**config.mk**
```make
export PLATFORM = sky130hd
export DESIGN_NAME = seq_pattern_tx_flat
export DESIGN_NICKNAME = d
export VERILOG_FILES = /design/src/rtl/seq_pattern_tx_if.sv /design/src/rtl/seq_pattern_tx.sv /design/src/flat_wrapper.sv
export SDC_FILE = /design/constraint.sdc
export NUM_CORES = 1
export LEC_CHECK = 0
export BUFFER_PORTS_ARGS = -buffer_cell sky130_fd_sc_hd__buf_2
export CAP_MARGIN = 20
export CORE_ASPECT_RATIO = 0.9
export CORE_MARGIN = 10
export CORE_UTILIZATION = 40
export DETAILED_ROUTE_END_ITERATION = 7
export SLEW_MARGIN = 20
export SYNTH_ARGS = -nofsm -noshare
export SYNTH_HDL_FRONTEND = slang
export SYNTH_SLANG_ARGS = --single-unit
```
**constraint.sdc**
```tcl
create_clock -name clock -period 3 [get_ports clock]
set_clock_uncertainty 0.05 [all_clocks]
set_input_delay 0.9 -clock clock [delete_from_list [all_inputs] [get_ports clock]]
set_output_delay 0.9 -clock clock [all_outputs]
set_load 0.1 [all_outputs]
```
**src/rtl/seq_pattern_tx_if.sv**
```systemverilog
// Frame-request / serial-output bundle for seq_pattern_tx.
// The master side requests frames and the slave side (the transmitter) drives the serial stream.
interface seq_pattern_tx_if #(
    parameter int WIDTH = 8
);
    localparam int LW = $clog2(WIDTH) + 1;

    logic             start;
    logic [WIDTH-1:0] data_in;
    logic [LW-1:0]    len;
    logic             o_p;
    logic             ready;
    logic             busy;
    logic             done;

    modport master (
        output start, data_in, len,
        input  o_p, ready, busy, done
    );

    modport slave (
        input  start, data_in, len,
        output o_p, ready, busy, done
    );
endinterface

```
**src/rtl/seq_pattern_tx.sv**
```systemverilog
// Serial pattern transmitter: shifts out a captured frame of 1..WIDTH bits on o_p.
// Define SEQ_PATTERN_TX_PARITY_EN to append an even-parity bit after the data bits.
//
//   state  | meaning
//   IDLE   | ready for a start, o_p held low
//   SEND   | o_p carries a data bit, cnt_q counts the bits still to follow
//   PARITY | o_p carries the even-parity bit (parity build only)
module seq_pattern_tx #(
    parameter int WIDTH     = 8,
    parameter bit MSB_FIRST = 1'b1
) (
    input  logic          clock,
    input  logic          reset,
    seq_pattern_tx_if.slave bus
);
    localparam int            LW       = $clog2(WIDTH) + 1;
    localparam logic [LW-1:0] FULL_LEN = LW'(WIDTH);

    typedef enum logic [1:0] {IDLE, SEND, PARITY} state_t;

    state_t           state_q, state_d;
    logic [WIDTH-1:0] shift_q, shift_d;
    logic [WIDTH-1:0] aligned;
    logic [LW-1:0]    cnt_q, cnt_d;
    logic [LW-1:0]    frame_len;
    logic             o_p_q, o_p_d;
    logic             done_q, done_d;
`ifdef SEQ_PATTERN_TX_PARITY_EN
    logic             parity_q, parity_d;
`endif

    function automatic logic head(input logic [WIDTH-1:0] v);
        return MSB_FIRST ? v[WIDTH-1] : v[0];
    endfunction

    function automatic logic [WIDTH-1:0] advance(input logic [WIDTH-1:0] v);
        return MSB_FIRST ? (v << 1) : (v >> 1);
    endfunction

    // MSB-first frames shorter than WIDTH are left-justified so bit N-1 leads.
    always_comb begin
        frame_len = bus.len;
        if (bus.len == '0 || bus.len > FULL_LEN)
            frame_len = FULL_LEN;
        aligned = MSB_FIRST ? (bus.data_in << (FULL_LEN - frame_len)) : bus.data_in;
    end

    always_comb begin
        state_d  = state_q;
        shift_d  = shift_q;
        cnt_d    = cnt_q;
        o_p_d    = 1'b0;
        done_d   = 1'b0;
`ifdef SEQ_PATTERN_TX_PARITY_EN
        parity_d = parity_q;
`endif
        case (state_q)
            IDLE: begin
                if (bus.start) begin
                    state_d  = SEND;
                    o_p_d    = head(aligned);
                    shift_d  = advance(aligned);
                    cnt_d    = frame_len - 1'b1;
`ifdef SEQ_PATTERN_TX_PARITY_EN
                    parity_d = head(aligned);
`endif
                end
            end
            SEND: begin
                if (cnt_q == '0) begin
`ifdef SEQ_PATTERN_TX_PARITY_EN
                    state_d = PARITY;
                    o_p_d   = parity_q;
`else
                    state_d = IDLE;
                    done_d  = 1'b1;
`endif
                end else begin
                    o_p_d    = head(shift_q);
                    shift_d  = advance(shift_q);
                    cnt_d    = cnt_q - 1'b1;
`ifdef SEQ_PATTERN_TX_PARITY_EN
                    parity_d = parity_q ^ head(shift_q);
`endif
                end
            end
            PARITY: begin
                state_d = IDLE;
                done_d  = 1'b1;
            end
            default: state_d = IDLE;
        endcase
    end

    always_ff @(posedge clock) begin
        if (reset) begin
            state_q  <= IDLE;
            shift_q  <= '0;
            cnt_q    <= '0;
            o_p_q    <= 1'b0;
            done_q   <= 1'b0;
`ifdef SEQ_PATTERN_TX_PARITY_EN
            parity_q <= 1'b0;
`endif
        end else begin
            state_q  <= state_d;
            shift_q  <= shift_d;
            cnt_q    <= cnt_d;
            o_p_q    <= o_p_d;
            done_q   <= done_d;
`ifdef SEQ_PATTERN_TX_PARITY_EN
            parity_q <= parity_d;
`endif
        end
    end

    assign bus.o_p   = o_p_q;
    assign bus.ready = (state_q == IDLE);
    assign bus.busy  = (state_q != IDLE);
    assign bus.done  = done_q;
endmodule

```
**src/flat_wrapper.sv**
```systemverilog
// flat-port wrapper written by rule: the top's interface ports become plain ports
module seq_pattern_tx_flat 
#(
    parameter int WIDTH     = 8,
    parameter bit MSB_FIRST = 1'b1
)
  (clock, reset, bus_start, bus_data_in, bus_len, bus_o_p, bus_ready, bus_busy, bus_done);
  seq_pattern_tx_if #(.WIDTH(WIDTH)) bus_i ();
  input  logic clock;
  input  logic reset;
  input wire logic [$bits(bus_i.start)-1:0] bus_start;
  input wire logic [$bits(bus_i.data_in)-1:0] bus_data_in;
  input wire logic [$bits(bus_i.len)-1:0] bus_len;
  output wire logic [$bits(bus_i.o_p)-1:0] bus_o_p;
  output wire logic [$bits(bus_i.ready)-1:0] bus_ready;
  output wire logic [$bits(bus_i.busy)-1:0] bus_busy;
  output wire logic [$bits(bus_i.done)-1:0] bus_done;
  assign bus_i.start = bus_start;
  assign bus_i.data_in = bus_data_in;
  assign bus_i.len = bus_len;
  assign bus_o_p = bus_i.o_p;
  assign bus_ready = bus_i.ready;
  assign bus_busy = bus_i.busy;
  assign bus_done = bus_i.done;
  seq_pattern_tx #(.WIDTH(WIDTH), .MSB_FIRST(MSB_FIRST)) u_core (.clock(clock), .reset(reset), .bus(bus_i));
endmodule
```
==> results of run 1 <==
-- per-stage QoR --
step                hold slack (ns)  utilization  total power, mW  instances
floorplan                     0.390            -            0.387        110
global placement              0.414        0.482            0.431        154
detailed placement            0.415        0.482            0.434        154
CTS                           0.429        0.498            0.571        158
global route                  0.434        0.498            0.605        158
finish                        0.425        0.498            0.567        158
-- metal layers --
layer | vias up | global-route usage | part of all wire
li1 | 449 | - | -
met1 | 416 | 0.118 | 0.45
met2 | 24 | 0.160 | 0.47
met3 | 4 | 0.0390 | 0.069
met4 | 0 | 0.0386 | 0.012
met5 | - | 0 | 0
-- cell type report --
| cell class | count | area [um2] | area share |
|---|---|---|---|
| inverter | 5 | 18.8 | 0.0169 |
| tap | 27 | 33.8 | 0.0305 |
| clock buffer | 4 | 36.3 | 0.0328 |
| timing repair buffer | 21 | 113 | 0.102 |
| multi-input combinational | 87 | 626 | 0.565 |
| sequential | 14 | 280 | 0.253 |
-- where the power goes --
group          total (mW)  internal [mW]  switching, mW
registers           0.226          0.206         0.0199
logic               0.205         0.0795          0.126
clock network       0.136         0.0739         0.0621
total               0.567          0.359          0.208
-- sequential cells by signal (all words and copies together) (netlist names) --
name,count
u_core.shift_q,7
u_core.bus.o_p,1
u_core.cnt_q,4
u_core.state_q,1
u_core.bus.done,1
-- logic make-up after synthesis --
family | after synthesis | share of synthesized area
compound gates | 28 | 0.208
flops | 14 | 0.295
fa+ha+maj | 2 | 0.0263
xor+xnor | 2 | 0.0382
simple gates | 43 | 0.229
mux | 12 | 0.157
buf+inv | 9 | 0.0474
-- cells in the final DEF (no fill, tap or decap), types with 2 or more instances in the layout --
cell      count
nor2_1        8
inv_2         3
dfxtp_1      14
nand3_1       2
nand2_1      12
a21oi_1      11
mux2i_1       9
nor2b_1       2
inv_1         2
a32o_1        2
a211o_1       2
o21ai_1       4
ha_1          2
o31ai_1       2
and3_1        3
buf_2        18
mux4_2        2
nor3_1        9
clkbuf_4      3
buf_4         3
-- critical path: stages --
cell      delay (ns)
buf_2           0.14
nor2b_2         0.14
inv_2           0.09
ha_1            0.33
inv_2           0.07
mux4_2          0.47
nor2b_1         0.14
a211oi_1        0.23
o21ai_1         0.10
-- worst max-delay path by stage --
| stage | from | end | slack (ns) | depth (start not counted) |
|---|---|---|---|---|
| global placement | bus_len[3] | u_core.shift_q[7]$_SDFFE_PP0P_ | 0.25 | 9 |
| global route | bus_len[3] | u_core.shift_q[7]$_SDFFE_PP0P_ | 0.40 | 9 |
| CTS | bus_len[3] | u_core.shift_q[7]$_SDFFE_PP0P_ | 0.52 | 9 |
| floorplan | bus_len[0] | u_core.shift_q[7]$_SDFFE_PP0P_ | 0.20 | 9 |
| detailed placement | bus_len[3] | u_core.shift_q[7]$_SDFFE_PP0P_ | 0.21 | 9 |
| finish | bus_len[3] | u_core.shift_q[7]$_SDFFE_PP0P_ | 0.51 | 9 |
==> out/metrics.cfg, run 1 <==
[setup_path]
crit_arrival_ns=2.62
cp-end-kind=flop
r2r_slack_ns=1.14
critPathMaxFanout=7
reg2regPathDepth=5
reg2reg_to=u_core.cnt_q[2]$_SDFFE_PP0P_
cp-start-kind=primary input
critical_path_class=in -> reg
reg2reg_from=u_core.cnt_q[2]$_SDFFE_PP0P_
required_ns=3.13

[flow_run]
max-cap-violations=0

[run_status]
status=completed

[yosys]
ys_ff_latch=14
synthTopCellsByCount=dfxtp_1, nand2_1, a21oi_1
synth_nets=127
synth_cell_types=37
ys_warn_count=0
yosysMostFrequentCell=dfxtp_1
synthDominantCellAreaShare=0.295
synth_top_cell_by_area=dfxtp_1
synth_flop_cell=dfxtp_1
avgSynthCellArea_um2=8.64
netlist_area_um2=951
synthTopCellsByArea=dfxtp_1, mux2i_1, a21oi_1, nor3_1, mux4_2
synth_edf_count=0
ys_async_sr_fraction=0
seq_area_frac_synth=0.295
syn_inst=110

[clock_tree]
cts_tree=yes
cts_root_buffer=clkbuf_4
clk_pin_slew_worst_paths_ns=0.08
cts.path.max_buffers=2
htreeDepth=1
postCtsHoldBufs=0
cts_setup_buffers=0
clk_latency_ns=0.28
ctsResizeCount=0
cts-buffers-inserted=3
cts_sinks=14

[routing]
num_vias=893
drt-pass1-iter-count=4
vias_per_cell=5.65
wl_per_cell_um=14.8
drt_wl_total_um=2340
post-route-drc-count=0
ant_nets=0
initialDrtViolationCount=42

[cells_and_area]
nFillCells=226
fin_nets=149
layout-drive-gt1-share=0.275
fin_area_um2=1110
area_delta_synth_final_pct=16.4
diodes=0

[power]
leakage_nw=0.473
powerDensity_nw_per_um2=512
irDropWorstVdd_v=0.000258

[placed_design]
gp_congestion=0.849
pre_cts_slack_ns=0.212
dp_hpwl_um=1840
place_area_um2=1070
io_buffers=18

[timing]
rsz0062_at_grt=no
hold_violations=0
worst_pin_slew_ns=0.580
report.final.slew_viol_count=0
setup_viol=0
setup_tns_ns=0
period_share=0.830
timing.fmax_mhz=402
worst_slack_ns=0.510
min_period_ns=2.49
relSlewSlack=0.614

[global_routing]
grt_usage=0.100
antenna_found_initial=0
grt_overflow=0
grt_max_degree=16
grt_first_pass_wirelength_um=3900
grt_pass1_vias=866

[min_path]
hold_path_class=reg -> reg
hold_depth=2
min_to=u_core.shift_q[7]$_SDFFE_PP0P_
hold_path_startpoint=u_core.shift_q[7]$_SDFFE_PP0P_

[floorplanning]
fp.dieW_um=71.4
start_util=0.428
num_rows=16
fp.dieH_um=66.3
io_pins=19
die-area_um2=4730
coreArea_um2=2220

(Power assumes the default switching activity.)
==> run 2: changes to the inputs <==
==> constraint.sdc (replaced) <==
create_clock -name clock -period 2.4 [get_ports clock]
set_clock_uncertainty 0.05 [all_clocks]
set_input_delay 0.72 -clock clock [delete_from_list [all_inputs] [get_ports clock]]
set_output_delay 0.72 -clock clock [all_outputs]
set_load 0.1 [all_outputs]
==> run 2 against run 1 <==
  * Power grew 21%
  * Combinational power grew 32%
  * Hold slack gained 0.0044 ns
  * Register-to-register slack lost 0.61 ns
  * Sequential share of layout area shrank 0.67 points
  * Setup slack lost 0.24 ns
==> out/metrics.cfg, run 2 (synthesized netlist as in run 1, its figures left out) <==
[clock_tree]
postCtsHoldBufs=0
clk_pin_slew_worst_paths_ns=0.08
cts_tree=yes
clk_latency_ns=0.28
ctsResizeCount=0
htreeDepth=1
cts_root_buffer=clkbuf_4
cts_sinks=14
cts-buffers-inserted=3
cts_setup_buffers=0
cts.path.max_buffers=2

[placed_design]
dp_hpwl_um=1970
gp_congestion=0.797
io_buffers=18

[cells_and_area]
final_util=0.514
layout-drive-gt1-share=0.306
top_register=u_core.shift_q
mostFrequentLayoutCells=buf_2, dfxtp_1, nand2_1, a21oi_1
area_delta_synth_final_pct=20.1
multi_input_area_um2=638
reg.largest.list=u_core.shift_q x7, u_core.cnt_q x4
regArea_um2=282
nFillCells=237
largest_register_ffs=7
diodes=0
fin_nets=153
final_common_cell=buf_2

[global_routing]
grt_max_degree=16
grt_overflow=0
grt_use_met1=0.124
grt_usage=0.103
antenna_found_initial=0
grtUsageMet3=0.0450
use_met2=0.163
grt_first_pass_wirelength_um=3970
top_usage_layer=met2
grt_pass1_vias=851

[power]
irDropWorstVdd_v=0.000397
powerDensity_nw_per_um2=599
leakage_nw=0.486

[routing]
drt-pass1-iter-count=4
vias_per_cell=5.56
num_vias=895
ant_nets=0
post-route-drc-count=0
drt_wl_total_um=2440
wl_per_cell_um=15.2
initialDrtViolationCount=35

[timing]
worst_pin_slew_ns=0.609
holdWs_ns=0.429
setup_viol=0
min_period_ns=2.13
relSlewSlack=0.594
period_share=0.887
rsz0062_at_grt=no
hold_violations=0
report.final.slew_viol_count=0
timing.fmax_mhz=470

[setup_path]
cp-end-kind=flop
cp-start-kind=primary input
critPathMaxFanout=3
required_ns=2.53
critical_path_class=in -> reg
crit_arrival_ns=2.26

[min_path]
hold_path_class=reg -> reg

[floorplanning]
die-area_um2=4730
coreArea_um2=2220
fp.dieH_um=66.3
num_rows=16
fp.dieW_um=71.4
start_util=0.428
io_pins=19

[run_status]
status=completed

[flow_run]
max-cap-violations=0

## run 2: layout make-up
class,count,share of cell area
clock buffer,3,0.0197
inverter,5,0.0208
tap,27,0.0296
timing repair buffer,25,0.125
multi-input combinational,87,0.559
sequential,14,0.246
## run 2: final timing paths
path | startpoint | to | slack (ns) | cells after the start
hold reg to reg | u_core.shift_q[1]$_SDFFE_PP0P_ | u_core.shift_q[1]$_SDFFE_PP0P_ | 0.43 | 2
hold / removal | u_core.shift_q[1]$_SDFFE_PP0P_ | u_core.shift_q[1]$_SDFFE_PP0P_ | 0.43 | 2
setup / recovery | bus_len[3] | u_core.shift_q[7]$_SDFFE_PP0P_ | 0.27 | 9
setup reg to reg | u_core.cnt_q[2]$_SDFFE_PP0P_ | u_core.cnt_q[2]$_SDFFE_PP0P_ | 0.53 | 5
## run 2: power by group
part           internal, mW  leakage (nW)  switching, mW  total (mW)
combinational         0.109         0.357          0.161       0.271
clock                0.0583        0.0138         0.0737       0.132
sequential            0.258         0.115         0.0242       0.282
## run 2: critical path: stages
cell and delay [ns]:
buf_2 0.12, nor2b_2 0.18, inv_4 0.05, ha_4 0.24
inv_4 0.05, mux4_2 0.48, nor2b_1 0.14, a211oi_1 0.17
o21ai_1 0.09
## run 2: stage by stage
stage	total power [mW]	cell area [um2]	setup slack, ns	setup TNS [ns]	std cells
floorplan	0.490	970	-0.00972	-0.00972	110
global placement	0.552	1120	0.00783	0	158
detailed placement	0.558	1120	-0.0576	-0.0576	158
CTS	0.693	1140	0.258	0	161
global route	0.728	1140	0.181	0	161
finish	0.685	1140	0.270	0	161
## run 2: routing by layer
layer / routed length, um / share of wire / vias to the layer above
met5: 0 / 0 / -
met4: 18 / 0.0074 / 0
met3: 148 / 0.061 / 5
met2: 1150 / 0.47 / 16
met1: 1130 / 0.46 / 412
li1: - / - / 462
